File: src/rtl/vga_timing_gen_if.sv
// Raster timing bundle: sync, active-video, coordinates, lookahead and frame strobes.
interface vga_timing_gen_if;
  logic       hsync;
  logic       vsync;
  logic       video_active;
  logic [9:0] pix_x;
  logic [9:0] pix_y;
  logic [9:0] pre_x;
  logic [9:0] pre_y;
  logic       frame_start;
  logic       vblank_start;
  logic [7:0] frame_count;

  modport master (
    output hsync, vsync, video_active, pix_x, pix_y, pre_x, pre_y,
           frame_start, vblank_start, frame_count
  );

  modport slave (
    input  hsync, vsync, video_active, pix_x, pix_y, pre_x, pre_y,
           frame_start, vblank_start, frame_count
  );
endinterface

File: src/rtl/vga_timing_gen.sv
// VGA raster timing generator: free-running pixel/line counters, a lookahead
// counter running LOOKAHEAD clocks ahead, registered sync/active outputs and
// frame-level strobes. Every output is registered and aligned to pix_x/pix_y.
module vga_timing_gen #(
  parameter int unsigned H_ACTIVE  = 640,
  parameter int unsigned H_FP      = 16,
  parameter int unsigned H_SYNC    = 96,
  parameter int unsigned H_BP      = 48,
  parameter int unsigned V_ACTIVE  = 480,
  parameter int unsigned V_FP      = 10,
  parameter int unsigned V_SYNC    = 2,
  parameter int unsigned V_BP      = 33,
  parameter bit          SYNC_POL  = 1'b0,
  parameter int unsigned LOOKAHEAD = 2
) (
  input  logic              clk,
  input  logic              boot_reset,
  vga_timing_gen_if.master  vga
);

  localparam int unsigned H_TOTAL = H_ACTIVE + H_FP + H_SYNC + H_BP;
  localparam int unsigned V_TOTAL = V_ACTIVE + V_FP + V_SYNC + V_BP;

  localparam logic [9:0] H_LAST   = 10'(H_TOTAL - 1);
  localparam logic [9:0] V_LAST   = 10'(V_TOTAL - 1);
  localparam logic [9:0] H_ACT    = 10'(H_ACTIVE);
  localparam logic [9:0] V_ACT    = 10'(V_ACTIVE);
  localparam logic [9:0] HS_FIRST = 10'(H_ACTIVE + H_FP);
  localparam logic [9:0] HS_LAST  = 10'(H_ACTIVE + H_FP + H_SYNC - 1);
  localparam logic [9:0] VS_FIRST = 10'(V_ACTIVE + V_FP);
  localparam logic [9:0] VS_LAST  = 10'(V_ACTIVE + V_FP + V_SYNC - 1);
  localparam logic [9:0] PRE_X0   = 10'(LOOKAHEAD);

  logic [9:0] px, py, px_n, py_n;
  logic [9:0] qx, qy, qx_n, qy_n;
  logic       wrap;
  logic       hs_q, vs_q, act_q, fs_q, vbs_q;
  logic [7:0] fc_q;

  // Next position of the displayed-pixel counter.
  always_comb begin
    px_n = px + 10'd1;
    py_n = py;
    if (px == H_LAST) begin
      px_n = '0;
      py_n = (py == V_LAST) ? '0 : py + 10'd1;
    end
  end

  // Next position of the lookahead counter; same wrap rules, offset at reset.
  always_comb begin
    qx_n = qx + 10'd1;
    qy_n = qy;
    if (qx == H_LAST) begin
      qx_n = '0;
      qy_n = (qy == V_LAST) ? '0 : qy + 10'd1;
    end
  end

  // Last pixel of the frame: the following edge lands on (0,0).
  always_comb begin
    wrap = (px == H_LAST) && (py == V_LAST);
  end

  // Counters and all registered outputs; decodes use the next counter value
  // so each flag lines up with the coordinate it describes.
  always_ff @(posedge clk) begin
    if (boot_reset) begin
      px    <= '0;
      py    <= '0;
      qx    <= PRE_X0;
      qy    <= '0;
      hs_q  <= ~SYNC_POL;
      vs_q  <= ~SYNC_POL;
      act_q <= 1'b1;
      fs_q  <= 1'b0;
      vbs_q <= 1'b0;
      fc_q  <= '0;
    end else begin
      px    <= px_n;
      py    <= py_n;
      qx    <= qx_n;
      qy    <= qy_n;
      hs_q  <= (px_n >= HS_FIRST && px_n <= HS_LAST) ? SYNC_POL : ~SYNC_POL;
      vs_q  <= (py_n >= VS_FIRST && py_n <= VS_LAST) ? SYNC_POL : ~SYNC_POL;
      act_q <= (px_n < H_ACT) && (py_n < V_ACT);
      fs_q  <= wrap;
      vbs_q <= (px_n == '0) && (py_n == V_ACT);
      if (wrap) begin
        fc_q <= fc_q + 8'd1;
      end
    end
  end

  assign vga.pix_x        = px;
  assign vga.pix_y        = py;
  assign vga.pre_x        = qx;
  assign vga.pre_y        = qy;
  assign vga.hsync        = hs_q;
  assign vga.vsync        = vs_q;
  assign vga.video_active = act_q;
  assign vga.frame_start  = fs_q;
  assign vga.vblank_start = vbs_q;
  assign vga.frame_count  = fc_q;

endmodule

File: src/flat_wrapper.sv
// flat-port wrapper written by rule: the top's interface ports become plain ports
module vga_timing_gen_flat 
#(
  parameter int unsigned H_ACTIVE  = 640,
  parameter int unsigned H_FP      = 16,
  parameter int unsigned H_SYNC    = 96,
  parameter int unsigned H_BP      = 48,
  parameter int unsigned V_ACTIVE  = 480,
  parameter int unsigned V_FP      = 10,
  parameter int unsigned V_SYNC    = 2,
  parameter int unsigned V_BP      = 33,
  parameter bit          SYNC_POL  = 1'b0,
  parameter int unsigned LOOKAHEAD = 2
)
  (clk, boot_reset, vga_hsync, vga_vsync, vga_video_active, vga_pix_x, vga_pix_y, vga_pre_x, vga_pre_y, vga_frame_start, vga_vblank_start, vga_frame_count);
  vga_timing_gen_if vga_i ();
  input  logic clk;
  input  logic boot_reset;
  output wire logic [$bits(vga_i.hsync)-1:0] vga_hsync;
  output wire logic [$bits(vga_i.vsync)-1:0] vga_vsync;
  output wire logic [$bits(vga_i.video_active)-1:0] vga_video_active;
  output wire logic [$bits(vga_i.pix_x)-1:0] vga_pix_x;
  output wire logic [$bits(vga_i.pix_y)-1:0] vga_pix_y;
  output wire logic [$bits(vga_i.pre_x)-1:0] vga_pre_x;
  output wire logic [$bits(vga_i.pre_y)-1:0] vga_pre_y;
  output wire logic [$bits(vga_i.frame_start)-1:0] vga_frame_start;
  output wire logic [$bits(vga_i.vblank_start)-1:0] vga_vblank_start;
  output wire logic [$bits(vga_i.frame_count)-1:0] vga_frame_count;
  assign vga_hsync = vga_i.hsync;
  assign vga_vsync = vga_i.vsync;
  assign vga_video_active = vga_i.video_active;
  assign vga_pix_x = vga_i.pix_x;
  assign vga_pix_y = vga_i.pix_y;
  assign vga_pre_x = vga_i.pre_x;
  assign vga_pre_y = vga_i.pre_y;
  assign vga_frame_start = vga_i.frame_start;
  assign vga_vblank_start = vga_i.vblank_start;
  assign vga_frame_count = vga_i.frame_count;
  vga_timing_gen #(.H_ACTIVE(H_ACTIVE), .H_FP(H_FP), .H_SYNC(H_SYNC), .H_BP(H_BP), .V_ACTIVE(V_ACTIVE), .V_FP(V_FP), .V_SYNC(V_SYNC), .V_BP(V_BP), .SYNC_POL(SYNC_POL), .LOOKAHEAD(LOOKAHEAD)) u_core (.clk(clk), .boot_reset(boot_reset), .vga(vga_i));
endmodule
File: config.mk
export PLATFORM = sky130hd
export DESIGN_NAME = vga_timing_gen_flat
export DESIGN_NICKNAME = d
export VERILOG_FILES = /design/src/rtl/vga_timing_gen_if.sv /design/src/rtl/vga_timing_gen.sv /design/src/flat_wrapper.sv
export SDC_FILE = /design/constraint.sdc
export NUM_CORES = 1
export LEC_CHECK = 0
export ABC_AREA = 1
export CAP_MARGIN = 15
export CORE_MARGIN = 2
export CORE_UTILIZATION = 35
export DETAILED_ROUTE_END_ITERATION = 16
export SYNTH_ARGS = -nofsm -noshare
export SYNTH_HDL_FRONTEND = slang
export SYNTH_SLANG_ARGS = --single-unit
File: constraint.sdc
create_clock -name clk -period 2.2 [get_ports clk]
set_clock_uncertainty 0.2 [all_clocks]
set_input_delay 0.44 -clock clk [delete_from_list [all_inputs] [get_ports clk]]
set_output_delay 0.44 -clock clk [all_outputs]
set_load 0.05 [all_outputs]
==> results.py, run 1 <==
metrics = {
    "outcome": {
        "status": "finished, final reports clean",
    },
    "placed_design": {
        "io_buffers": 54,
        "place_hpwl_mm": 6.12,
        "gp_congestion": 0.946,
    },
    "pwr": {
        "power_density_nw_per_um2": 439,
        "pwr-share-seq_pct": 59.1,
        "p_switching_uw": 399,
        "vdd_drop_max_mv": 0.279,
        "leakagePower_uw": 0.00172,
        "clock_power_share_pct": 33.9,
        "swShare_pct": 24.0,
        "power.share.combinational_pct": 6.9,
        "p_int_uw": 1260,
    },
    "final_layout": {
        "area_growth_pct": 26.3,
        "n_antenna_cell": 0,
        "fin_nets": 526,
        "drive_above_1_share_pct": 16.5,
        "fin_util_pct": 45.8,
    },
    "critical_path": {
        "crit_required_ns": 1.56,
        "slowest_delay_ns": 0.83,
        "cpMaxStageDelayCell": "clkdlybuf4s50_1",
        "critPathArrivalTime_ns": 1.52,
        "worstReg2RegStart": "u_core.vga.pix_x[1]",
        "rrSetupSlack_ns": 0.18,
        "worst_r2r_path_depth": 10,
        "crit_path_end_kind": "output pin",
        "path_class": "flop to output pin",
        "timing.rr.end": "u_core.vga.frame_count[4]",
        "worst-path-stages": 1,
        "crit_chain": "clkdlybuf4s50_1",
        "cp_num_buf_inv": 1,
        "cp-startpoint": "u_core.vga.pre_x[4]",
        "crit_fanout": 3,
        "endpoint": "vga_pre_x[4]",
        "crit_family": "buffers and inverters",
        "start_kind": "flop",
    },
    "synth": {
        "synth_compound_area_share_pct": 7.15,
        "yosys_warnings": 0,
        "synthXorXnorAreaFrac_pct": 2.34,
        "synth_edf_count": 0,
        "ys_seq_elements": 53,
        "synth_fa_ha_area_share_pct": 3.35,
        "async_flop_share_pct": 0,
        "avgSynthCellArea_um2": 6.69,
        "synth_top_family_by_area": "simple AND/OR/NAND/NOR gates",
        "ys_seq_area_share_pct": 35.5,
        "syn_nets": 457,
        "synth_cell_types": 34,
        "synthMuxAreaShare_pct": 0,
        "syn_inst": 447,
        "synth-simple-area-share_pct": 41.3,
        "synth_area_um2": 2990,
        "synthFlopType": "dfxtp_1",
    },
    "timing": {
        "hold_viol": 0,
        "finalCriticalPeriod_ns": 2.16,
        "setup_viol": 0,
        "rsz0062_at_grt": "no",
        "clock.fmax_ghz": 0.463,
        "tightestPinTransition_ns": 0.505,
        "fin_tns_setup_ns": 0,
        "drv_slew": 0,
        "final.period_utilization_pct": 98.2,
        "max-slew-margin-rel_pct": 66.0,
    },
    "global_route": {
        "grt_pass1_wl_mm": 12.8,
        "gr-usage-all-layers_pct": 17.4,
        "antenna_found_initial": 0,
        "first_global_vias": 2695,
        "grt_overflow": 0,
        "grt_max_degree": 15,
    },
    "clocking": {
        "cts_tree": "yes",
        "cts_sinks": 53,
        "numCtsBuffers": 5,
        "clock_latency_ns": 0.30,
        "clock-root-buffer": "clkbuf_8",
        "cts-htree-levels": 2,
        "cts.path.max_buffers": 2,
        "hold_buffers": 0,
        "path_clk_slew_ns": 0.09,
    },
    "floorplanning": {
        "die_h_um": 96.5,
        "fp.dieW_um": 96.5,
        "coreArea_um2": 8260,
        "rows": 33,
        "start_util_pct": 36.2,
        "ios": 55,
        "dieArea_um2": 9300,
    },
    "detailed_routing": {
        "first_pass_iters": 5,
        "drt-total-wl_mm": 7.90,
        "drc": 0,
        "via_per_inst": 4.86,
        "ant_nets": 0,
        "drt_iter0_drc": 169,
        "dr_total_vias": 3019,
        "routedWlPerCell_um": 12.7,
    },
    "worst_hold_path": {
        "min_path_type": "flop to flop",
    },
    "flow_run": {
        "cap_violations": 0,
    },
}
per-layer routing:
metal / global-route usage [%] / wire [um] / vias up
li1: - / - / 1563
met1: 24.7 / 3770 / 1353
met2: 28.0 / 3590 / 94
met3: 2.48 / 452 / 9
met4: 4.11 / 87 / 0
met5: 0 / 0 / -
stage by stage:
| step | std cells | hold WS (ns) | total power, uW | cell area [um2] | setup WS [ns] |
|---|---|---|---|---|---|
| floorplan | 447 | 0.363 | 1080 | 2990 | 0.0191 |
| global placement | 613 | 0.273 | 1120 | 3650 | 0.139 |
| detailed placement | 613 | 0.286 | 1120 | 3650 | 0.134 |
| CTS | 620 | 0.299 | 1680 | 3730 | 0.0262 |
| global route | 621 | 0.328 | 1730 | 3780 | 0.00106 |
| finish | 621 | 0.294 | 1660 | 3780 | 0.0402 |
layout make-up:
type                    count  area, um2
clock buffers               7       86.3
fillers                   867       4480
inverters                  78        295
multi-input cells         312       1650
flip-flops and latches     53       1070
well taps                 105        131
repair buffers             66        554
placed cells by master, fill, tap and decap left out, types with 3 or more instances in the layout:
master and instances:
a21oi_1 17, buf_4 45, clkbuf_8 6, clkdlybuf4s50_1 17, dfxtp_1 48, dfxtp_2 5, dlymetal6s2s_1 3, ha_1 8
inv_1 75, nand2_1 94, nand2_2 5, nand3_1 37, nand3_2 5, nand4_1 17, nor2_1 60, nor2_2 5
nor3_1 14, nor3b_1 3, nor4_1 3, o21ai_0 14, o21ai_1 5, xor2_1 6
kinds of logic (layout without fill, tap and decap cells):
| logic type | after synthesis | after routing |
|---|---|---|
| adder cells (fa/ha/maj) | 8 | 8 |
| buffers and inverters | 82 | 151 |
| flip-flops | 53 | 53 |
| AO/OA/AOI/OAI | 41 | 41 |
| AND/OR/NAND/NOR | 255 | 255 |
| XOR/XNOR | 8 | 8 |
state kept, by name, summed over array words and instances (netlist names):
name,count
u_core.vga.frame_start,1
u_core.vga.vblank_start,1
u_core.vga.pre_y,10
u_core.vga.hsync,1
u_core.vga.vsync,1
u_core.vga.pix_x,10
u_core.vga.pre_x,10
u_core.vga.video_active,1
u_core.vga.frame_count,8
u_core.vga.pix_y,10
how the worst min path moves through the flow:
stage	startpoint	endpoint	slack, ns	cells past startpoint
after floorplan	u_core.vga.pix_x[0]	u_core.vga.pix_x[0]	0.36	1
after global placement	u_core.vga.frame_count[4]	u_core.vga.frame_count[4]	0.27	2
after detailed placement	u_core.vga.frame_count[4]	u_core.vga.frame_count[4]	0.29	2
after CTS	u_core.vga.frame_count[4]	u_core.vga.frame_count[4]	0.30	2
after global routing	u_core.vga.frame_count[4]	u_core.vga.frame_count[4]	0.33	2
final	u_core.vga.frame_count[4]	u_core.vga.frame_count[4]	0.29	2
worst reg2reg max path, delay by kind of cell, from the launching register on:
| family | cells | cell delay, ns |
|---|---|---|
| and+or+nand+nor | 6 | 0.90 |
| DFF | 1 | 0.37 |
| adders and majority gates | 1 | 0.18 |
| AOI/OAI and AO/OA | 2 | 0.18 |
| buffers and inverters | 1 | 0.08 |
power groups by stage:
stage                     Sequential (uW)  Combinational [uW]  Clock [uW]
after floorplan                      1040                34.2           0
after global placement               1000                 117           0
after detailed placement             1000                 117           0
after CTS                             981                 116         582
after global routing                  983                 124         620
final                                 980                 115         563
timing repair:
action	in CTS	in global routing
resized for setup	1	11
pin swaps	0	1
setup buffers	0	1
setup endpoints to repair	1	8
synth_stat cells, types with 2 or more instances:
| master | n | area, um2 |
|---|---|---|
| nand3_1 | 38 | 190 |
| nor3b_1 | 3 | 22.5 |
| ha_1 | 8 | 100 |
| a31oi_1 | 2 | 12.5 |
| nor2_4 | 2 | 22.5 |
| or2_2 | 2 | 12.5 |
| dfxtp_1 | 53 | 1060 |
| xnor2_1 | 2 | 17.5 |
| inv_1 | 75 | 282 |
| o21ai_0 | 14 | 70.1 |
| a21oi_1 | 17 | 85.1 |
| nand2_2 | 5 | 31.3 |
| inv_2 | 2 | 7.51 |
| nor3_1 | 14 | 70.1 |
| nor4_1 | 3 | 18.8 |
| nor2_8 | 2 | 40.0 |
| nand2_1 | 94 | 353 |
| clkbuf_1 | 3 | 11.3 |
| nor2_1 | 61 | 229 |
| xor2_1 | 6 | 52.6 |
| nor2_2 | 4 | 25.0 |
| nand3_2 | 4 | 40.0 |
| nand4_1 | 17 | 106 |
| o21ai_1 | 5 | 25.0 |
| nor3_2 | 2 | 20.0 |
No activity file was read; power rests on OpenSTA's default activity.
==> inputs of run 2 (changes only) <==
--- a/config.mk
+++ b/config.mk
@@ -5,10 +5,12 @@
 export SDC_FILE = /design/constraint.sdc
 export NUM_CORES = 1
 export LEC_CHECK = 0
-export ABC_AREA = 1
+export ABC_AREA = 0
+export ABC_CLOCK_PERIOD_IN_PS = 2200
 export CAP_MARGIN = 15
 export CORE_MARGIN = 2
 export CORE_UTILIZATION = 35
+export CTS_CLUSTER_SIZE = 20
 export DETAILED_ROUTE_END_ITERATION = 16
 export SYNTH_ARGS = -nofsm -noshare
 export SYNTH_HDL_FRONTEND = slang
==> run 2 against run 1 <==
Compared with the run above: the flow now finishes with violations (negative setup slack); global-route usage increased by 0.39 points; routed wire length decreased by 5.6%; synthesized cell count down 25%; sequential power increased by 0.5%; critical path depth up 6; power up 2.1%; cell count decreased by 13%; non-clock buffer count grew 45.
==> results.py, run 2 <==
metrics = {
    "outcome": {
        "status": "finished, violations left",
        "violations": "negative setup slack",
    },
    "critical_path": {
        "path_class": "flop to flop",
        "timing.rr.end": "u_core.vga.vsync",
        "worst_r2r_path_depth": 7,
        "crit_required_ns": 2.19,
        "rrSetupSlack_ns": -0.38,
        "critPathArrivalTime_ns": 2.57,
        "start_kind": "flop",
        "crit_path_end_kind": "flop",
        "crit_fanout": 6,
        "cpMaxStageDelayCell": "or4b_1",
        "crit_chain": "ha_4 -> nand4_4 -> or3_4 -> or4_1 -> a311oi_1 -> o2111ai_1 -> or4b_1",
        "worstReg2RegStart": "u_core.vga.pix_x[1]",
        "slowest_delay_ns": 0.47,
    },
    "detailed_routing": {
        "ant_nets": 0,
        "drt_iter0_drc": 151,
        "routedWlPerCell_um": 13.8,
        "drc": 0,
        "drt-total-wl_mm": 7.45,
        "via_per_inst": 5.02,
        "first_pass_iters": 4,
        "dr_total_vias": 2715,
    },
    "synth": {
        "synth_common_cells": "dfxtp_1 (53), nor2_1 (50), nand2_1 (33)",
        "synthFlopType": "dfxtp_1",
        "yosysMostFrequentCell": "dfxtp_1",
        "ys_seq_area_share_pct": 39.0,
        "yosys.area.top_type_share_pct": 39.0,
        "synth_cell_types": 50,
        "syn_inst": 336,
        "async_flop_share_pct": 0,
        "yosys_warnings": 0,
        "ys_seq_elements": 53,
        "synth_area_um2": 2720,
        "synth_edf_count": 0,
        "avgSynthCellArea_um2": 8.09,
        "syn_nets": 346,
        "synth.area.top_cells": "dfxtp_1 (39%), nor2_1 (6.9%), xor2_1 (5.8%)",
        "synth_area_leader_cell": "dfxtp_1",
    },
    "floorplanning": {
        "dieArea_um2": 8490,
        "rows": 32,
        "coreArea_um2": 7610,
        "start_util_pct": 35.7,
        "die_h_um": 92.1,
        "fp.dieW_um": 92.1,
        "ios": 55,
    },
    "worst_hold_path": {
        "holdCritStartpoint": "u_core.vga.pre_x[0]",
        "min_to": "u_core.vga.pre_x[0]",
        "hold_depth": 1,
        "min_path_type": "flop to flop",
    },
    "global_route": {
        "busiest_layer": "met2",
        "grt_pass1_wl_mm": 12.3,
        "gr-usage-all-layers_pct": 17.8,
        "first_global_vias": 2652,
        "grt_overflow": 0,
        "gr-usage-met3_pct": 2.79,
        "gr-usage-met1_pct": 23.3,
        "grt_use_met2_pct": 30.4,
        "grt_max_degree": 20,
        "antenna_found_initial": 0,
    },
    "final_layout": {
        "area_growth_pct": 47.2,
        "final_cells": 541,
        "final_area_um2": 4000,
        "nFillCells": 736,
        "final_common_cell": "buf_4",
        "drive_above_1_share_pct": 34.4,
        "fin_util_pct": 52.6,
        "n_antenna_cell": 0,
        "layout_common_cells": "buf_4 (85), nor2_1 (49), nand2_1 (32)",
        "fin_nets": 448,
    },
    "timing": {
        "max-slew-margin-rel_pct": 65.7,
        "setup_viol": 4,
        "finalCriticalPeriod_ns": 2.58,
        "worst_slack_ns": -0.379,
        "clock.fmax_ghz": 0.388,
        "tightestPinTransition_ns": 0.513,
        "rsz0062_at_grt": "yes",
        "final.period_utilization_pct": 117,
        "hold_viol": 0,
        "drv_slew": 0,
    },
    "placed_design": {
        "place_hpwl_mm": 5.46,
        "placedInstanceArea_um2": 3750,
        "dp.cells": 529,
        "gp_congestion": 0.809,
        "io_buffers": 54,
    },
    "pwr": {
        "p_int_uw": 1250,
        "clock_power_share_pct": 33.7,
        "pwr-share-seq_pct": 58.2,
        "vdd_drop_max_mv": 0.251,
        "power_density_nw_per_um2": 423,
        "p_switching_uw": 445,
        "leakagePower_uw": 0.00169,
        "power.share.combinational_pct": 8.1,
        "swShare_pct": 26.3,
    },
    "clocking": {
        "clock_latency_ns": 0.31,
        "cts_sinks": 53,
        "cts-htree-levels": 2,
        "path_clk_slew_ns": 0.10,
        "clock-root-buffer": "clkbuf_8",
        "cts.path.max_buffers": 2,
        "cts_tree": "yes",
        "numCtsBuffers": 5,
    },
    "flow_run": {
        "cap_violations": 0,
    },
}
## run 2: changes by cell type after synthesis, sizes merged, moves of 6 or more
cell | before | now
a21oi | 17 | 11
and3 | 0 | 6
clkbuf | 3 | 12
inv | 78 | 10
nand2 | 99 | 33
nand3 | 42 | 13
nand4 | 19 | 11
nor2 | 69 | 50
or3 | 0 | 8
xnor2 | 2 | 13
xor2 | 6 | 18
## run 2: power groups by stage
stage          Sequential, uW  Clock, uW  Combinational, uW
6_report                  985        570                137
5_1_grt                   988        624                149
4_1_cts                   984        594                135
3_5_place_dp             1010          0                134
3_3_place_gp             1010          0                134
2_1_floorplan            1050          0               42.1
## run 2: cell families (layout without fill, tap and decap cells)
| group | Yosys count | count (layout) | synth area share (%) |
|---|---|---|---|
| compound gates | 49 | 49 | 11.6 |
| buf+inv | 26 | 129 | 3.96 |
| mux | 2 | 2 | 0.736 |
| simple gates | 167 | 167 | 31.0 |
| fa+ha+maj | 8 | 8 | 3.68 |
| flops | 53 | 53 | 39.0 |
| xor+xnor | 31 | 31 | 9.99 |
## run 2: worst max-delay path by stage
stage	from	end	slack [ns]	cells after the start
2_1_floorplan	u_core.vga.pix_x[1]	u_core.vga.vsync	-0.54	8
4_1_cts	u_core.vga.pix_x[1]	u_core.vga.vsync	-0.40	7
6_report	u_core.vga.pix_x[1]	u_core.vga.vsync	-0.38	7
3_5_place_dp	u_core.vga.pix_x[1]	u_core.vga.vsync	-0.39	7
5_1_grt	u_core.vga.pix_x[1]	u_core.vga.vsync	-0.50	7
3_3_place_gp	u_core.vga.pix_x[1]	u_core.vga.vsync	-0.35	7
## run 2: cell type report
cell class / count / area, um2 / area share [%]
Multi-Input combinational cell: 257 / 1730 / 43.1
Clock inverter: 3 / 21.3 / 0.531
Timing Repair Buffer: 111 / 913 / 22.8
Tap cell: 102 / 128 / 3.19
Clock buffer: 5 / 68.8 / 1.72
Inverter: 10 / 37.5 / 0.938
Sequential cell: 53 / 1110 / 27.7
## run 2: stage by stage
stage | setup slack [ns] | setup TNS [ns] | hold WS (ns) | total power [uW]
2_1_floorplan | -0.536 | -1.64 | 0.325 | 1090
3_3_place_gp | -0.346 | -0.970 | 0.233 | 1140
3_5_place_dp | -0.386 | -1.17 | 0.239 | 1140
4_1_cts | -0.397 | -1.23 | 0.256 | 1710
5_1_grt | -0.496 | -1.67 | 0.300 | 1760
6_report | -0.379 | -1.04 | 0.273 | 1690
## run 2: per-layer routing
metal / wire, um / part of all wire [%]
met3: 342 / 4.6
met1: 3400 / 46
met5: 0 / 0
met4: 85 / 1.1
met2: 3630 / 49
## run 2: what timing repair did
action / in CTS / in global routing
pin swaps: 11 / 11
hold endpoints to repair: 0 / 0
hold buffers: 0 / 0
setup buffers: 3 / 2
resized for setup: 9 / 26
endpoints found under the setup margin: 9 / 31
## run 2: critical path: cells and delay by family, from the launching register on
family	cells	cell delay, ns
adders and majority gates	1	0.14
DFF	1	0.37
and+or+nand+nor	4	1.37
AOI/OAI and AO/OA	2	0.38
==> inputs of run 3 (changes only) <==
--- a/config.mk
+++ b/config.mk
@@ -10,6 +10,7 @@
 export CAP_MARGIN = 15
 export CORE_MARGIN = 2
 export CORE_UTILIZATION = 35
+export CTS_CLUSTER_DIAMETER = 150
 export CTS_CLUSTER_SIZE = 20
 export DETAILED_ROUTE_END_ITERATION = 16
 export SYNTH_ARGS = -nofsm -noshare
==> results of run 3 <==
No change in the layout: final DEF, timing and power equal those of run 2.
==> edit, RTL diff (flow settings as in run 3) <==
`SYNC_POL` is set to 1'b0 in 2 places; all go to 1'b1.
--- a/src/rtl/vga_timing_gen.sv
+++ b/src/rtl/vga_timing_gen.sv
@@ -12,3 +12,3 @@
   parameter int unsigned V_BP      = 33,
-  parameter bit          SYNC_POL  = 1'b0,
+  parameter bit          SYNC_POL  = 1'b1,
   parameter int unsigned LOOKAHEAD = 2
--- a/src/flat_wrapper.sv
+++ b/src/flat_wrapper.sv
@@ -11,3 +11,3 @@
   parameter int unsigned V_BP      = 33,
-  parameter bit          SYNC_POL  = 1'b0,
+  parameter bit          SYNC_POL  = 1'b1,
   parameter int unsigned LOOKAHEAD = 2
Check against the original RTL: not equivalent (Yosys sat finds a counterexample within 4 cycles, from zero or initial values and one cycle with boot_reset high).
==> edit against run 3 <==
  * Sequential share of layout area is 2.8 points higher
  * Largest cell class unchanged
  * Total power increased by 1.5%
  * Via count is 13% lower
  * Sequential cell count stayed put
  * Area after synthesis increased by 2.8%
  * Maximum frequency is 19% higher
  * Critical path type unchanged
  * Setup slack gained 410 ps
  * Design area down 9.0%
  * Critical endpoint is now u_core.vga.frame_count[6]
  * Global-route usage shrank 3.1 points
  * Wire length decreased by 15%
==> edit: results (changes against run 3) <==
| Metric | Value |
|---|---|
| Outcome | `completed` |
| NumNets Final | `388 (-13%)` |
| Top post-synthesis cells by area | `dfxtp_1 38%, xor2_1 7.2%, nor2_1 7.1%` |
| HP Class | `reg -> reg` |
| Vias in the first global route | `2124 (-20%)` |
| Slew headroom | `65.02% (-0.65 points)` |
| DR vias | `2367 (-13%)` |
| LEAKAGE | `0.001574 uW (-6.8%)` |
| Worst reg2reg setup slack | `30 ps (+410 ps)` |
| Syn nets | `326 (-5.8%)` |
| Pre-CTS WS | `24.62 ps (+410.7 ps)` |
| Distinct cells, synth | `57 (+14%)` |
| Peak VDD IR | `0.3059 mV (+22%)` |
| Initial DRC count | `133 (-12%)` |
| Gpl congestion | `0.8229 (+1.7%)` |
| Slowest stage cell, crit path | `or4_4` |
| WL/cell | `13.11 um (-4.9%)` |
| CTS clock-pin slew for the worst setup and hold paths | `100 ps (about the same)` |
| Crit-path max cell delay | `540 ps (+70 ps)` |
| CP arrival | `2170 ps (-400 ps)` |
| Delay-heaviest family, CP | `simple AND/OR/NAND/NOR gates` |
| Seq/Total Area, Yosys | `37.96% (-1.1 points)` |
| GRT Total Usage | `14.67% (-3.1 points)` |
| Worst R2R Path Depth | `6 (-1)` |
| Clock root cell | `clkbuf_8` |
| Crit path to | `u_core.vga.frame_count[6]` |
| Area after DPL | `0.003426 sq mm (-8.6%)` |
| Post-synth top cells | `53 x dfxtp_1, 53 x nor2_1, 23 x xor2_1, 22 x nand2_1, 18 x nand3_1` |
| Worst Hold Path Cells | `1 (unchanged)` |
| Largest net degree at the start of global routing | `19 (-5.0%)` |
| Layout cell share with drive strength beyond 1 | `27.70% (-6.7 points)` |
| Initial antenna violation count | `0 (unchanged)` |
| Final Critical Period | `2171 ps (-408.1 ps)` |
| R2R Path Start | `u_core.vga.pix_y[6]` |
| ANT cells | `0 (unchanged)` |
| DPL Wire Length | `4664 um (-15%)` |
| Global-route wire length before repair | `10260 um (-17%)` |
-- edit: changes by cell type after synthesis, moves of 4 or more --
cell | run 3 | this run
nand3_1 | 13 | 18
nor3_1 | 20 | 12
xor2_1 | 18 | 23
clkbuf_1 | 12 | 4
or4_1 | 4 | 0
buf_2 | 2 | 7
a21oi_1 | 11 | 6
or3_1 | 7 | 1
nand2_1 | 33 | 22
o21ai_0 | 15 | 4
-- edit: cell families after synthesis --
group	synth area share, %
mux	0.3581
flops	37.96
buf+inv	7.341
compound gates	8.237
simple gates	30.62
xor+xnor	11.91
fa+ha+maj	3.581
-- edit: stage by stage --
stage	hold WS (ps)	cells	utilization, %
global route	278.0	481	47.12
floorplan	325.2	316	-
global placement	230.5	470	44.33
CTS	253.1	478	45.71
detailed placement	238.4	470	44.33
finish	247.2	481	47.12
-- edit: worst register-to-register path, delay by kind of cell, from the launching register on --
kind / cells / cell delay, ps
xor+xnor: 1 / 170
flops: 1 / 370
simple gates: 5 / 1320
-- edit: how the worst min path moves through the flow --
stage	end	slack, ps
floorplan	u_core.vga.pre_x[0]	330
global placement	u_core.vga.pix_x[0]	230
detailed placement	u_core.vga.pre_x[0]	240
CTS	u_core.vga.pre_x[0]	250
global route	u_core.vga.pre_x[0]	280
finish	u_core.vga.pre_x[0]	250
-- edit: where the power goes --
part	internal, uW	switching, uW
Clock	296	320
Sequential	969	15.8
Combinational	41.8	74.9
Total	1310	411
-- edit: final cells by class --
| class | count | area, sq um |
|---|---|---|
| clock buffer | 7 | 97.59 |
| sequential | 53 | 1109 |
| fill | 754 | 4086 |
| multi-input combinational | 235 | 1598 |
| clock inverter | 1 | 8.758 |
| tap | 102 | 127.6 |
| inverter | 7 | 26.28 |
| timing repair buffer | 76 | 674.4 |
-- edit: metal layers --
metal | vias to the layer above | track usage [%] | share of wire (%)
li1 | 1216 | - | -
met1 | 1078 | 20.46 | 49
met2 | 63 | 22.54 | 44
met3 | 10 | 3.223 | 4.8
met4 | 0 | 4.657 | 1.5
met5 | - | 0 | 0
-- edit: repair_timing --
item | CTS | global route
gates resized for setup | 2 | 24
pin swaps | 0 | 7
buffers inserted | 0 | 3
hold buffers | 0 | 0
setup endpoints to repair | 2 | 25
